`src/rtl/uart_rx_fifo_if.sv`:
```
// Bus-side bundle of the UART receiver: serial input, pop/clear strobes,
// FIFO head and status. The receiver takes the slave view, the bus the master view.
interface uart_rx_fifo_if;
    logic       rx;
    logic       rd;
    logic       clr;
    logic [7:0] data;
    logic       valid;
    logic       ferr;
    logic       ovf;
    logic       busy;

    modport master (
        output rx, rd, clr,
        input  data, valid, ferr, ovf, busy
    );

    modport slave (
        input  rx, rd, clr,
        output data, valid, ferr, ovf, busy
    );
endinterface

```
`src/rtl/uart_rx_fifo.sv`:
```
// 8N1 UART receiver with a small byte FIFO and sticky framing/overflow flags.
// The serial input is resynchronised; bit timing comes from a fixed clocks-per-bit divider.
module uart_rx_fifo #(
    parameter int DIV   = 868,
    parameter int DEPTH = 4
) (
    input  logic          clk,
    input  logic          reset_n,
    uart_rx_fifo_if.slave bus
);
    localparam int AW = $clog2(DEPTH);
    localparam int CW = $clog2(DIV);
    localparam logic [CW-1:0] MID_CNT = CW'(DIV / 2 - 1);
    localparam logic [CW-1:0] BIT_CNT = CW'(DIV - 1);
    localparam logic [CW-1:0] CNT_ONE = CW'(1);
    localparam logic [AW:0]   PTR_ONE = (AW + 1)'(1);

    typedef enum logic [2:0] {IDLE, START, DATA, STOP, BRK} state_t;

    logic          rx_p0;
    logic          rs;
    state_t        state;
    logic [CW-1:0] cnt;
    logic [2:0]    bit_idx;
    logic [7:0]    shreg;
    logic          busy_q;

    logic [7:0]    mem [DEPTH];
    logic [AW:0]   wptr;
    logic [AW:0]   rptr;
    logic [AW:0]   rptr_nxt;
    logic [7:0]    data_q;
    logic          ferr_q;
    logic          ovf_q;

    logic bit_tick;
    logic push;
    logic frame_err;
    logic empty;
    logic full;
    logic pop;
    logic push_ok;
    logic ovf_set;

    // Two-flop resynchroniser; idles high so reset never looks like a start edge
    always_ff @(posedge clk or negedge reset_n) begin
        if (!reset_n) begin
            rx_p0 <= 1'b1;
            rs    <= 1'b1;
        end else begin
            rx_p0 <= bus.rx;
            rs    <= rx_p0;
        end
    end

    assign bit_tick  = (cnt == BIT_CNT);
    assign push      = (state == STOP) && bit_tick && rs;
    assign frame_err = (state == STOP) && bit_tick && !rs;

    // Receiver FSM: start qualification at mid-bit, 8 data samples, stop check, break wait
    always_ff @(posedge clk or negedge reset_n) begin
        if (!reset_n) begin
            state   <= IDLE;
            cnt     <= '0;
            bit_idx <= '0;
            busy_q  <= 1'b0;
        end else begin
            case (state)
                IDLE: begin
                    cnt <= '0;
                    if (!rs) begin
                        state  <= START;
                        busy_q <= 1'b1;
                    end
                end
                START: begin
                    if (cnt == MID_CNT) begin
                        cnt <= '0;
                        if (rs) begin
                            state  <= IDLE;
                            busy_q <= 1'b0;
                        end else begin
                            state   <= DATA;
                            bit_idx <= '0;
                        end
                    end else begin
                        cnt <= cnt + CNT_ONE;
                    end
                end
                DATA: begin
                    if (bit_tick) begin
                        cnt <= '0;
                        if (bit_idx == 3'd7) begin
                            state <= STOP;
                        end else begin
                            bit_idx <= bit_idx + 3'd1;
                        end
                    end else begin
                        cnt <= cnt + CNT_ONE;
                    end
                end
                STOP: begin
                    if (bit_tick) begin
                        cnt <= '0;
                        if (rs) begin
                            state  <= IDLE;
                            busy_q <= 1'b0;
                        end else begin
                            state <= BRK;
                        end
                    end else begin
                        cnt <= cnt + CNT_ONE;
                    end
                end
                BRK: begin
                    cnt <= '0;
                    if (rs) begin
                        state  <= IDLE;
                        busy_q <= 1'b0;
                    end
                end
                default: begin
                    state  <= IDLE;
                    cnt    <= '0;
                    busy_q <= 1'b0;
                end
            endcase
        end
    end

    // Data shift register, LSB first; holds the complete byte when the stop bit is sampled
    always_ff @(posedge clk) begin
        if (state == DATA && bit_tick) begin
            shreg <= {rs, shreg[7:1]};
        end
    end

    assign empty    = (wptr == rptr);
    assign full     = (wptr[AW] != rptr[AW]) && (wptr[AW-1:0] == rptr[AW-1:0]);
    assign pop      = bus.rd && !empty;
    assign push_ok  = push && (!full || pop);
    assign ovf_set  = push && full && !pop;
    assign rptr_nxt = pop ? rptr + PTR_ONE : rptr;

    // FIFO storage, written only when the push is accepted
    always_ff @(posedge clk) begin
        if (push_ok) begin
            mem[wptr[AW-1:0]] <= shreg;
        end
    end

    // FIFO pointers, registered head read and sticky flags (set wins over clr)
    always_ff @(posedge clk or negedge reset_n) begin
        if (!reset_n) begin
            wptr   <= '0;
            rptr   <= '0;
            data_q <= '0;
            ferr_q <= 1'b0;
            ovf_q  <= 1'b0;
        end else begin
            if (push_ok) begin
                wptr <= wptr + PTR_ONE;
            end
            rptr <= rptr_nxt;
            // A byte landing in a slot that becomes the head must bypass the memory
            if (push_ok && (rptr_nxt == wptr)) begin
                data_q <= shreg;
            end else if (pop) begin
                data_q <= mem[rptr_nxt[AW-1:0]];
            end
            ferr_q <= frame_err | (ferr_q & ~bus.clr);
            ovf_q  <= ovf_set | (ovf_q & ~bus.clr);
        end
    end

    assign bus.data  = data_q;
    assign bus.valid = !empty;
    assign bus.ferr  = ferr_q;
    assign bus.ovf   = ovf_q;
    assign bus.busy  = busy_q;
endmodule
```
`src/flat_wrapper.sv`:
```
// flat-port wrapper written by rule: the top's interface ports become plain ports
module uart_rx_fifo_flat 
#(
    parameter int DIV   = 868,
    parameter int DEPTH = 4
)
  (clk, reset_n, bus_rx, bus_rd, bus_clr, bus_data, bus_valid, bus_ferr, bus_ovf, bus_busy);
  uart_rx_fifo_if bus_i ();
  input  logic clk;
  input  logic reset_n;
  input wire logic [$bits(bus_i.rx)-1:0] bus_rx;
  input wire logic [$bits(bus_i.rd)-1:0] bus_rd;
  input wire logic [$bits(bus_i.clr)-1:0] bus_clr;
  output wire logic [$bits(bus_i.data)-1:0] bus_data;
  output wire logic [$bits(bus_i.valid)-1:0] bus_valid;
  output wire logic [$bits(bus_i.ferr)-1:0] bus_ferr;
  output wire logic [$bits(bus_i.ovf)-1:0] bus_ovf;
  output wire logic [$bits(bus_i.busy)-1:0] bus_busy;
  assign bus_i.rx = bus_rx;
  assign bus_i.rd = bus_rd;
  assign bus_i.clr = bus_clr;
  assign bus_data = bus_i.data;
  assign bus_valid = bus_i.valid;
  assign bus_ferr = bus_i.ferr;
  assign bus_ovf = bus_i.ovf;
  assign bus_busy = bus_i.busy;
  uart_rx_fifo #(.DIV(DIV), .DEPTH(DEPTH)) u_core (.clk(clk), .reset_n(reset_n), .bus(bus_i));
endmodule
```
`config.mk`:
```
export PLATFORM = sky130hd
export DESIGN_NAME = uart_rx_fifo_flat
export DESIGN_NICKNAME = d
export VERILOG_FILES = /design/src/rtl/uart_rx_fifo_if.sv /design/src/rtl/uart_rx_fifo.sv /design/src/flat_wrapper.sv
export SDC_FILE = /design/constraint.sdc
export NUM_CORES = 1
export LEC_CHECK = 0
export CORE_ASPECT_RATIO = 1.1
export CORE_MARGIN = 3
export CORE_UTILIZATION = 44
export CTS_CLUSTER_DIAMETER = 80
export DETAILED_ROUTE_END_ITERATION = 6
export GPL_ROUTABILITY_DRIVEN = 1
export PLACE_DENSITY = 0.7
export SYNTH_ARGS = -nofsm -noshare
export SYNTH_HDL_FRONTEND = slang
export SYNTH_SLANG_ARGS = --single-unit
```
`constraint.sdc`:
```
create_clock -name clk -period 2.43 [get_ports clk]
set_input_delay 0.6075 -clock clk [delete_from_list [all_inputs] [get_ports clk]]
set_output_delay 0.6075 -clock clk [all_outputs]
set_load 0.05 [all_outputs]
```
* Word level (Yosys, flattened, before mapping)
Memories as Yosys holds them, arrays and structs flattened.
Index checks and enable logic that the tools add are counted.
** Operators by class
- Div/mod/pow operators :: 0
- Equal/unequal tests :: 19
- Bitwise gates (word level) :: 6
- Multiplexer cells :: 27
- Reduce and logical (&&, ||, !) cells :: 22
- $mul :: 0
- Shifts and indexed selects :: 0
- $lt $le $gt $ge :: 0
- $add $sub $neg :: 4
** Operators with widths (count)
- $mux W3 :: 12
- $mux W10 :: 2
- $pmux W10 S2 :: 1
- $mux W8 :: 2
- $pmux W3 S5 :: 1
- $add A10 B1 Y10 const B :: 1
- $eq A10 B10 Y1 const B :: 1
- $eq A10 B9 Y1 const B :: 1
- $logic_and A1 B1 Y1 :: 10
- $ne A2 B1 Y1 const B :: 5
- $add A3 B1 Y3 const B :: 3
- $eq A3 B2 Y1 const B :: 2
- $eq A3 B3 Y1 :: 2
- $eq A3 B3 Y1 const B :: 2
- $mux W1 :: 6
- $ne A2 B2 Y1 const B :: 3
- $pmux W3 S2 :: 1
- $reduce_and A6 Y1 :: 1
- $pmux W1 S5 :: 1
- $reduce_and A5 Y1 :: 1
- $logic_not A1 Y1 :: 4
- $reduce_and A4 Y1 :: 1
- $reduce_bool A2 Y1 :: 2
- $eq A3 B1 Y1 const B :: 1
- other kinds (9) :: 12
** Word-level totals
- Memory bits (read-only) :: 0
- Memory bits (writable) :: 32
- Memories kept :: 1
- Output and inout bits :: 12
- Bits in latches :: 0
- Register bits :: 43
** Memory list
- u_core.mem :: depth 4, bits a word 8, read ports 1, clocked after Yosys merged registers in 0, wr ports 1, RTL line uart_rx_fifo.sv:28 : logic [7:0] mem [DEPTH];

* Logic depth before layout (Yosys ltp)
Gate-level depths: netlist of the first run.
- Word-level depth :: 7
- Mapped depth :: 8

* Least setup slack after synthesis of the first run
OpenSTA, ideal clock, no wires.
- Path type :: register to register
- Start point :: register u_core.cnt[0]
- End point :: memory u_core.mem[0][0], enable pin
- Path slack :: -29 ps
- Arrival time :: 2088 ps
- Buffers on the path :: 2
- Cell stages (with the launch flop) :: 8
- Library setup time :: 371 ps
- Cells stage by stage :: dfrtp_1 > ha_1 > and4bb_2 > nand4_4 > or3_1 > buf_6 > buf_6 > nor2_1
** On the way
- Longest elaborated chain between the ends :: 6
** RTL lines
- start: declaration :: RTL line uart_rx_fifo.sv:23 : logic [CW-1:0] cnt;
- start signal: assignment :: RTL line uart_rx_fifo.sv:87 : cnt <= cnt + CNT_ONE;
- start signal: assignment :: RTL line uart_rx_fifo.sv:99 : cnt <= cnt + CNT_ONE;
- start signal: assignment :: RTL line uart_rx_fifo.sv:112 : cnt <= cnt + CNT_ONE;
- $eq A10 B10 Y1 :: RTL line uart_rx_fifo.sv:56 : assign bit_tick = (cnt == BIT_CNT);
- $logic_and A1 B1 Y1 (2 in a row) :: RTL line uart_rx_fifo.sv:57 : assign push = (state == STOP) && bit_tick && rs;
- $logic_and A1 B1 Y1 :: RTL line uart_rx_fifo.sv:141 : assign push_ok = push && (!full || pop);
- $mux W1 :: RTL line uart_rx_fifo.sv:147 : if (push_ok) begin
- $mux W1 (not written as such) :: RTL line uart_rx_fifo.sv:148 : mem[wptr[AW-1:0]] <= shreg;
- end: declaration :: RTL line uart_rx_fifo.sv:28
Every way passes these cells.

* Final worst setup path of the first run
- Start point :: register u_core.cnt[0]
- End point :: memory u_core.mem[2][1], enable pin
The elaborated chain is that of the path after synthesis.

==> results of run 1 <==
cell type report:
class	count	area [um^2]	share of cell area
Sequential cell	75	2079	0.5256
Clock buffer	11	131.4	0.03321
Tap cell	105	131.4	0.03321
Timing Repair Buffer	36	315.3	0.07970
Multi-Input combinational cell	169	1204	0.3042
Clock inverter	5	53.80	0.01360
Inverter	11	41.29	0.01044
state kept, by name (all words and copies together) (netlist names):
name	count
u_core.mem	32
u_core.rs	1
u_core.rx_p0	1
u_core.bus.busy	1
u_core.wptr	3
u_core.rptr	3
u_core.bus.ovf	1
u_core.bus.data	8
u_core.shreg	8
u_core.state	3
u_core.bus.ferr	1
u_core.cnt	10
u_core.bit_idx	3
synthesized netlist by cell type, types with 2 or more instances:
library cell	number	share of area
o22ai_1	4	0.0073
nand2_1	15	0.017
edfxtp_1	40	0.35
nor4_1	10	0.018
buf_1	2	0.0022
mux2i_1	7	0.021
inv_1	11	0.012
a22o_1	2	0.0051
a21oi_1	4	0.0059
nand2b_1	5	0.0092
mux2_2	5	0.017
clkbuf_1	4	0.0044
dfrtp_1	33	0.24
ha_1	9	0.033
and3_1	3	0.0055
o211ai_1	7	0.015
xor2_1	9	0.023
nand3_1	9	0.013
xor2_2	2	0.0095
xnor2_1	6	0.015
dfstp_2	2	0.015
or3_1	3	0.0055
buf_6	3	0.0099
nor3_1	4	0.0059
nor2_1	25	0.028
a31oi_1	16	0.029
cells in the final DEF, fill, tap and decap left out, types with 5 or more instances in the layout:
| cell | Yosys | final |
|---|---|---|
| nand2b_1 | 5 | 5 |
| nor2_1 | 25 | 25 |
| nor4_1 | 10 | 10 |
| mux2_2 | 5 | 5 |
| a31oi_1 | 16 | 16 |
| clkbuf_8 | 0 | 9 |
| nand3_1 | 9 | 9 |
| xor2_1 | 9 | 9 |
| buf_4 | 1 | 20 |
| o211ai_1 | 7 | 7 |
| edfxtp_1 | 40 | 40 |
| clkdlybuf4s50_1 | 0 | 14 |
| inv_1 | 11 | 11 |
| mux2i_1 | 7 | 7 |
| ha_1 | 9 | 9 |
| nand2_1 | 15 | 15 |
| dfrtp_1 | 33 | 33 |
| xnor2_1 | 6 | 6 |
layer usage:
metal  up-vias  GRT usage
met5         -          0
met4         0    0.07538
met3        11    0.03236
met2        37     0.2581
met1      1056     0.1895
li1       1054          -
worst reg2reg max path, delay by kind of cell, from the launching register on:
| kind | cells | cell delay [ns] |
|---|---|---|
| adders and majority gates | 1 | 0.17 |
| DFF | 1 | 0.36 |
| buffers and inverters | 2 | 0.37 |
| and+or+nand+nor | 4 | 1.04 |
worst paths after layout:
kind	start	endpoint	depth (start not counted)	slack (ns)
setup / recovery	u_core.cnt[0]$_DFF_PN0_	u_core.mem[2][1]$_DFFE_PP_	7	0.19
hold / removal	reset_n	u_core.cnt[3]$_DFF_PN0_	1	0.34
setup reg to reg	u_core.cnt[0]$_DFF_PN0_	u_core.mem[2][1]$_DFFE_PP_	7	0.19
hold reg to reg	u_core.rx_p0$_DFF_PN1_	u_core.rs$_DFF_PN1_	0	0.36
max in group asynchronous	reset_n	u_core.bus.data[6]$_DFFE_PN0P_	1	1.58
min in group clk	u_core.rx_p0$_DFF_PN1_	u_core.rs$_DFF_PN1_	0	0.36
power groups by stage:
stage | Combinational, mW | Sequential, mW | Clock (mW)
after CTS | 1.37 | 1.51 | 0.940
final | 1.36 | 1.51 | 0.907
after global routing | 1.47 | 1.52 | 0.995
after floorplan | 0.717 | 1.77 | 0
after detailed placement | 1.36 | 1.54 | 0
after global placement | 1.33 | 1.53 | 0
per-stage QoR:
| step | setup TNS, ns | total power, mW | instances | setup slack (ns) | hold slack (ns) |
|---|---|---|---|---|---|
| after floorplan | -0.6952 | 2.487 | 266 | -0.02897 | 0.3119 |
| after CTS | 0 | 3.818 | 412 | 0.1819 | 0.3546 |
| final | 0 | 3.774 | 412 | 0.1947 | 0.3401 |
| after detailed placement | -1.128 | 2.894 | 396 | -0.07233 | 0.3503 |
| after global placement | -0.07239 | 2.860 | 396 | -0.006178 | 0.3457 |
| after global routing | 0 | 3.985 | 412 | 0.04219 | 0.3704 |
cells by family (layout without fill, tap and decap cells):
group | count (synthesis) | after routing
XOR/XNOR | 18 | 18
buffers and inverters | 22 | 63
flip-flops | 75 | 75
adder cells (fa/ha/maj) | 9 | 9
AND/OR/NAND/NOR | 89 | 89
multiplexers | 12 | 12
AO/OA/AOI/OAI | 41 | 41
==> key figures, run 1 <==
Routing
  – Met2 WL post-DR: between 3000 and 4000 um
  – Routed wl met3: approximately 180 um
  – Vias/cell: approximately 5.2
  – Final wirelength: about 6300 um
  – DRT Pass-1 Iters: 4
  – Top routing layer in use: met4
  – Metal-1 WL: 2921 um
  – DR vias: between 2000 and 2500
  – Post-DRT Antenna Nets: 0
  – Final routed DRC violation total: 0
  – DR WL/cell: approximately 15 um
  – First DRT Iteration DRCs: ~130

Synthesis
  – Synth Area per Inst: between 10 and 15 um^2
  – Synth Flop Type: edfxtp_1
  – Ys async rst share: 0.4667
  – Synthesized net count: between 200 and 300
  – Post-synthesis adder-cell area fraction: 0.03304
  – Synth Area in Simple Gates: 0.1465
  – Largest family of logic cells by synthesized area: simple AND/OR/NAND/NOR gates
  – Yosys reg bits: 75
  – Compound-Gate Fraction of Synth Area: 0.08370
  – Post-Synthesis Cell Area: between 3000 and 4000 um^2
  – Post-Syn Instances: 266
  – Yosys warning count: 0
  – Number of distinct library cells after synthesis: 52
  – Number of synthesized flops with an enable pin: 40
  – Synth Area in XOR/XNOR: 0.05286
  – Multiplexer area fraction after synthesis: 0.03708
  – Seq/Total Area, Yosys: 0.6101

Die
  – DIE AREA: ~8800 um^2
  – Die Span Y: approximately 98 um
  – Io pins: 17
  – Initial Util: 0.4561
  – Die X: about 90 um
  – Row Count: 33
  – CORE AREA: roughly 7500 um^2

Timing
  – Final setup fails: 0
  – RSZ-0062 raised after global routing: no
  – Setup Skew: between 0.01 and 0.015 ns
  – Slew margin rel.: 0.4765
  – Final Max Slew Viols: 0
  – Final period util: 0.9199
  – Min cycle time layout: approximately 2.2 ns
  – Worst-Margin Slew: 0.7853 ns
  – Fmax: between 400 and 500 MHz
  – Fin. Hold Viols: 0

Place
  – Port Buffer Count: 16
  – Dpl cell area: 3771 um^2
  – Hpwl dp: 4437 um
  – Routability cong.: 0.8481

Pwr
  – Pwr dens: 954.0 nW/um^2
  – Worst VDD drop: around 0.00032 V
  – Internal Pwr Total: around 2.4 mW
  – Switching portion of total power: 0.3561
  – Lkg Pwr: ~1.6 nW
  – Power share of the combinational group: 0.360
  – Reg power frac: 0.400
  – Power share of the clock group: 0.240
  – Psw: roughly 1.3 mW

Worst setup path
  – CP top delay family: simple AND/OR/NAND/NOR gates
  – Critical Path AT: approximately 2.3 ns
  – Worst setup EP type: flop
  – Crit path kind: reg2reg
  – CP Max Fanout: 8
  – Required @ worst endpoint: around 2.5 ns
  – CP dominant cell by count: buf_4
  – Slowest-stage cell, CP: or3_1
  – Maximum single-stage delay on the critical path: about 0.53 ns
  – Crit-path cells: ha_1 > and4bb_2 > nand4_4 > or3_1 > buf_4 > nor2_1 > buf_4
  – Setup crit start kind: flop
  – Critical path buffer and inverter count: 2

GRT
  – Global-route wire length before repair: between 10000 and 15000 um
  – Vias in the first global route: 2247
  – Pin count of the biggest net entering global routing: 36
  – Initial antenna violation count: 0
  – Total track usage: 0.1536
  – Gr ovfl total: 0

Clock network
  – Hold-fix buffers, CTS: 0
  – Clock-pin slew on the worst setup and hold paths: 0.07 ns
  – Root buf cell: clkbuf_8
  – CTS Buf Count: 9
  – Clock tree buffer depth: 2
  – Latest clock arrival within the worst-skew pair: around 0.34 ns
  – Htree depth: 3
  – # resized after CTS: 0
  – CTS Sinks: between 70 and 80
  – Post-CTS Repair Setup Buffers: 0
  – CTS tree: done

Run status
  – Status: complete, no violations

Layout
  – Share of layout cells above drive strength 1: 0.1889
  – Final net count: around 320
  – Ant diodes: 0
  – Fill cells: between 600 and 700
  – Final core utilization: 0.5294
  – P&R area growth vs syn: 16.08%
  – Post-route cell area: 3956 um^2

Min path
  – Hold Crit Class: in2async

Flow run
  – Max-Cap Viols: 0
No activity file was read; power rests on OpenSTA's default activity.
==> inputs of run 2 (changes only) <==
SETUP_SLACK_MARGIN = 0.5   (was not set)
==> run 2 against run 1 <==
Sequential power is essentially flat. Final area grew 6.1%. First-iteration DRC count shrank 42%. Non-clock buffer count grew 9. Utilization grew 3.2 points. Clock-buffer cell count shrank 1. Routed wire length grew 1.6%. Sequential cell count is the same. Sequential share of layout area shrank 2.9 points. Via count grew 2.2%. Worst setup slack gained 0.10 ns.
==> key figures, run 2 (synthesis gave the netlist of run 1 again) <==
Run status
  – Status: complete, no violations

Min path
  – Hold Crit Class: reg2reg
  – Critical hold path startpoint: u_core.rx_p0$_DFF_PN1_

Die
  – CORE AREA: 7473 um^2 (unchanged)
  – DIE AREA: 8839 um^2 (unchanged)
  – Die X: 89.92 um (unchanged)
  – Die Span Y: 98.31 um (unchanged)
  – Row Count: 33 (unchanged)
  – Initial Util: 0.4561 (unchanged)
  – Io pins: 17 (unchanged)

Timing
  – Final period util: 0.8784 (-0.04146)
  – Worst-Margin Slew: 0.5097 ns (-0.2756 ns)
  – RSZ-0062 raised after global routing: yes
  – Final setup fails: 0 (unchanged)
  – Fmax: 468.5 MHz (+4.7%)
  – Final Max Slew Viols: 0 (unchanged)
  – Fin. Hold Viols: 0 (unchanged)
  – Setup Skew: 0.01363 ns (+0.002320 ns)
  – Hold_ws: 0.3587 ns (+0.01861 ns)
  – Slew margin rel.: 0.6616 (+0.1851)
  – Min cycle time layout: 2.135 ns (-0.1008 ns)

Layout
  – Final net count: 325 (+2.8%)
  – Max reg flops: 32 (unchanged)
  – Post-route cell area: 4199 um^2 (+6.1%)
  – Share of layout cells above drive strength 1: 0.2943 (+0.1054)
  – P&R area growth vs syn: 23.20%
  – Commonest non-fill, non-tap cell in the layout: edfxtp_1
  – Layout Cells excl Fill: 421 (+2.2%)
  – Commonest cells after routing, fill and taps aside: edfxtp_1, dfrtp_1, buf_4
  – Ant diodes: 0 (unchanged)

GRT
  – Pin count of the biggest net entering global routing: 36 (unchanged)
  – M2 GR Usage: 0.2593 (+0.001157)
  – Met1 Usage GRT: 0.1903 (+0.0008204)
  – Grt met3 use: 0.04777 (+0.01541)
  – Global-route wire length before repair: 10940 um (+1.1%)
  – Busiest grt layer: met2
  – Gr ovfl total: 0 (unchanged)
  – Total track usage: 0.1564 (+0.002768)
  – Initial antenna violation count: 0 (unchanged)
  – Vias in the first global route: 2321 (+3.3%)

Flow run
  – Max-Cap Viols: 0 (unchanged)

Routing
  – Post-DRT Antenna Nets: 0 (unchanged)
  – DR WL/cell: 15.27 um (-0.56%)
  – DRT Pass-1 Iters: 4 (unchanged)
  – Final routed DRC violation total: 0 (unchanged)
  – DR vias: 2205 (+2.2%)
  – Final wirelength: 6430 um (+1.6%)
  – First DRT Iteration DRCs: 72 (-42%)
  – Vias/cell: 5.238 (about the same)

Worst setup path
  – Required @ worst endpoint: 2.66 ns (+0.18 ns)
  – Setup crit start kind: flop
  – CP Max Fanout: 4 (-4)
  – Critical Path AT: 2.37 ns (+0.09 ns)
  – Worst setup EP type: flop
  – Crit path kind: reg2reg
  – Reg2reg start: u_core.cnt[1]$_DFF_PN0_
  – Crit path from: u_core.cnt[1]$_DFF_PN0_

Clock network
  – CTS Buf Count: 9 (unchanged)
  – CTS Sinks: 75 (unchanged)
  – Clock tree buffer depth: 2 (unchanged)
  – Latest clock arrival within the worst-skew pair: 0.35 ns (about the same)
  – CTS tree: done
  – Hold-fix buffers, CTS: 0 (unchanged)
  – Clock-pin slew on the worst setup and hold paths: 0.08 ns (about the same)
  – Root buf cell: clkbuf_8
  – Htree depth: 3 (unchanged)

Place
  – Dpl cell area: 3770 um^2 (about the same)
  – Dpl cells: 390 (-1.5%)
  – Routability cong.: 0.8289 (-2.3%)
  – Hpwl dp: 4337 um (-2.3%)
  – Port Buffer Count: 16 (unchanged)

Pwr
  – Worst VDD drop: 0.0003359 V (+6.0%)
  – Pwr dens: 902.3 nW/um^2 (-5.4%)
  – Lkg Pwr: 1.631 nW (+5.0%)
run 2: changes by cell type in the layout (fill, tap and decap cells not counted), moves of 5 or more:
| cell | before | now |
|---|---|---|
| dfrtp_1 | 33 | 28 |
| nor4_2 | 0 | 5 |
| dlygate4sd2_1 | 0 | 11 |
| nor4_1 | 10 | 3 |
| clkdlybuf4s50_1 | 14 | 4 |
| buf_6 | 0 | 5 |
| dfrtp_2 | 0 | 5 |
run 2: layer usage:
layer | vias to the layer above | wire length [um]
li1 | 1074 | -
met2 | 42 | 3212
met5 | - | 0
met3 | 13 | 218
met4 | 0 | 119
met1 | 1076 | 2879
run 2: cell type report:
type	instances	area (um^2)
fillers	595	3274
flip-flops and latches	75	2086
multi-input cells	169	1370
repair buffers	45	392.9
clock buffers	10	137.6
well taps	105	131.4
inverters	11	41.29
clock inverters	6	40.04
run 2: per-stage QoR:
step           setup TNS, ns  setup WS [ns]  power [mW]  utilization
6_report                   0         0.2955       3.789       0.5619
5_1_grt                    0         0.2039       4.023       0.5619
4_1_cts                    0         0.3585       3.774       0.5480
3_5_place_dp       -0.004499      -0.004109       2.890       0.5044
3_3_place_gp               0        0.02753       2.868       0.5044
2_1_floorplan              0         0.2983       2.488            -
run 2: worst paths after layout:
kind	end	slack, ns	cells past startpoint
max	u_core.state[0]$_DFFE_PN0P_	0.30	9
min	u_core.rs$_DFF_PN1_	0.36	0
max reg2reg	u_core.state[0]$_DFFE_PN0P_	0.30	9
min reg2reg	u_core.rs$_DFF_PN1_	0.36	0
max in group asynchronous	u_core.rs$_DFF_PN1_	1.37	2
min in group asynchronous	u_core.bus.data[1]$_DFFE_PN0P_	0.68	2
run 2: power by group:
group | switching (mW) | leakage, nW | internal, mW | total (mW)
registers | 0.0861 | 0.788 | 1.43 | 1.52
logic | 0.870 | 0.751 | 0.554 | 1.42
clock network | 0.448 | 0.0924 | 0.398 | 0.845
total | 1.40 | 1.63 | 2.38 | 3.79
run 2: what timing repair did:
item,in CTS,in global routing
cloned,1,0
pin swaps,6,4
buffers inserted,10,4
endpoints found under the setup margin,69,59
resized for setup,29,14
run 2: critical path, stage by stage (launching register included):
cell      delay (ns)
dfrtp_2         0.43
buf_4           0.14
buf_6           0.11
inv_2           0.05
ha_4            0.11
nor4bb_1        0.25
and4_1          0.29
nor4_4          0.06
a21oi_1         0.22
mux2_2          0.36
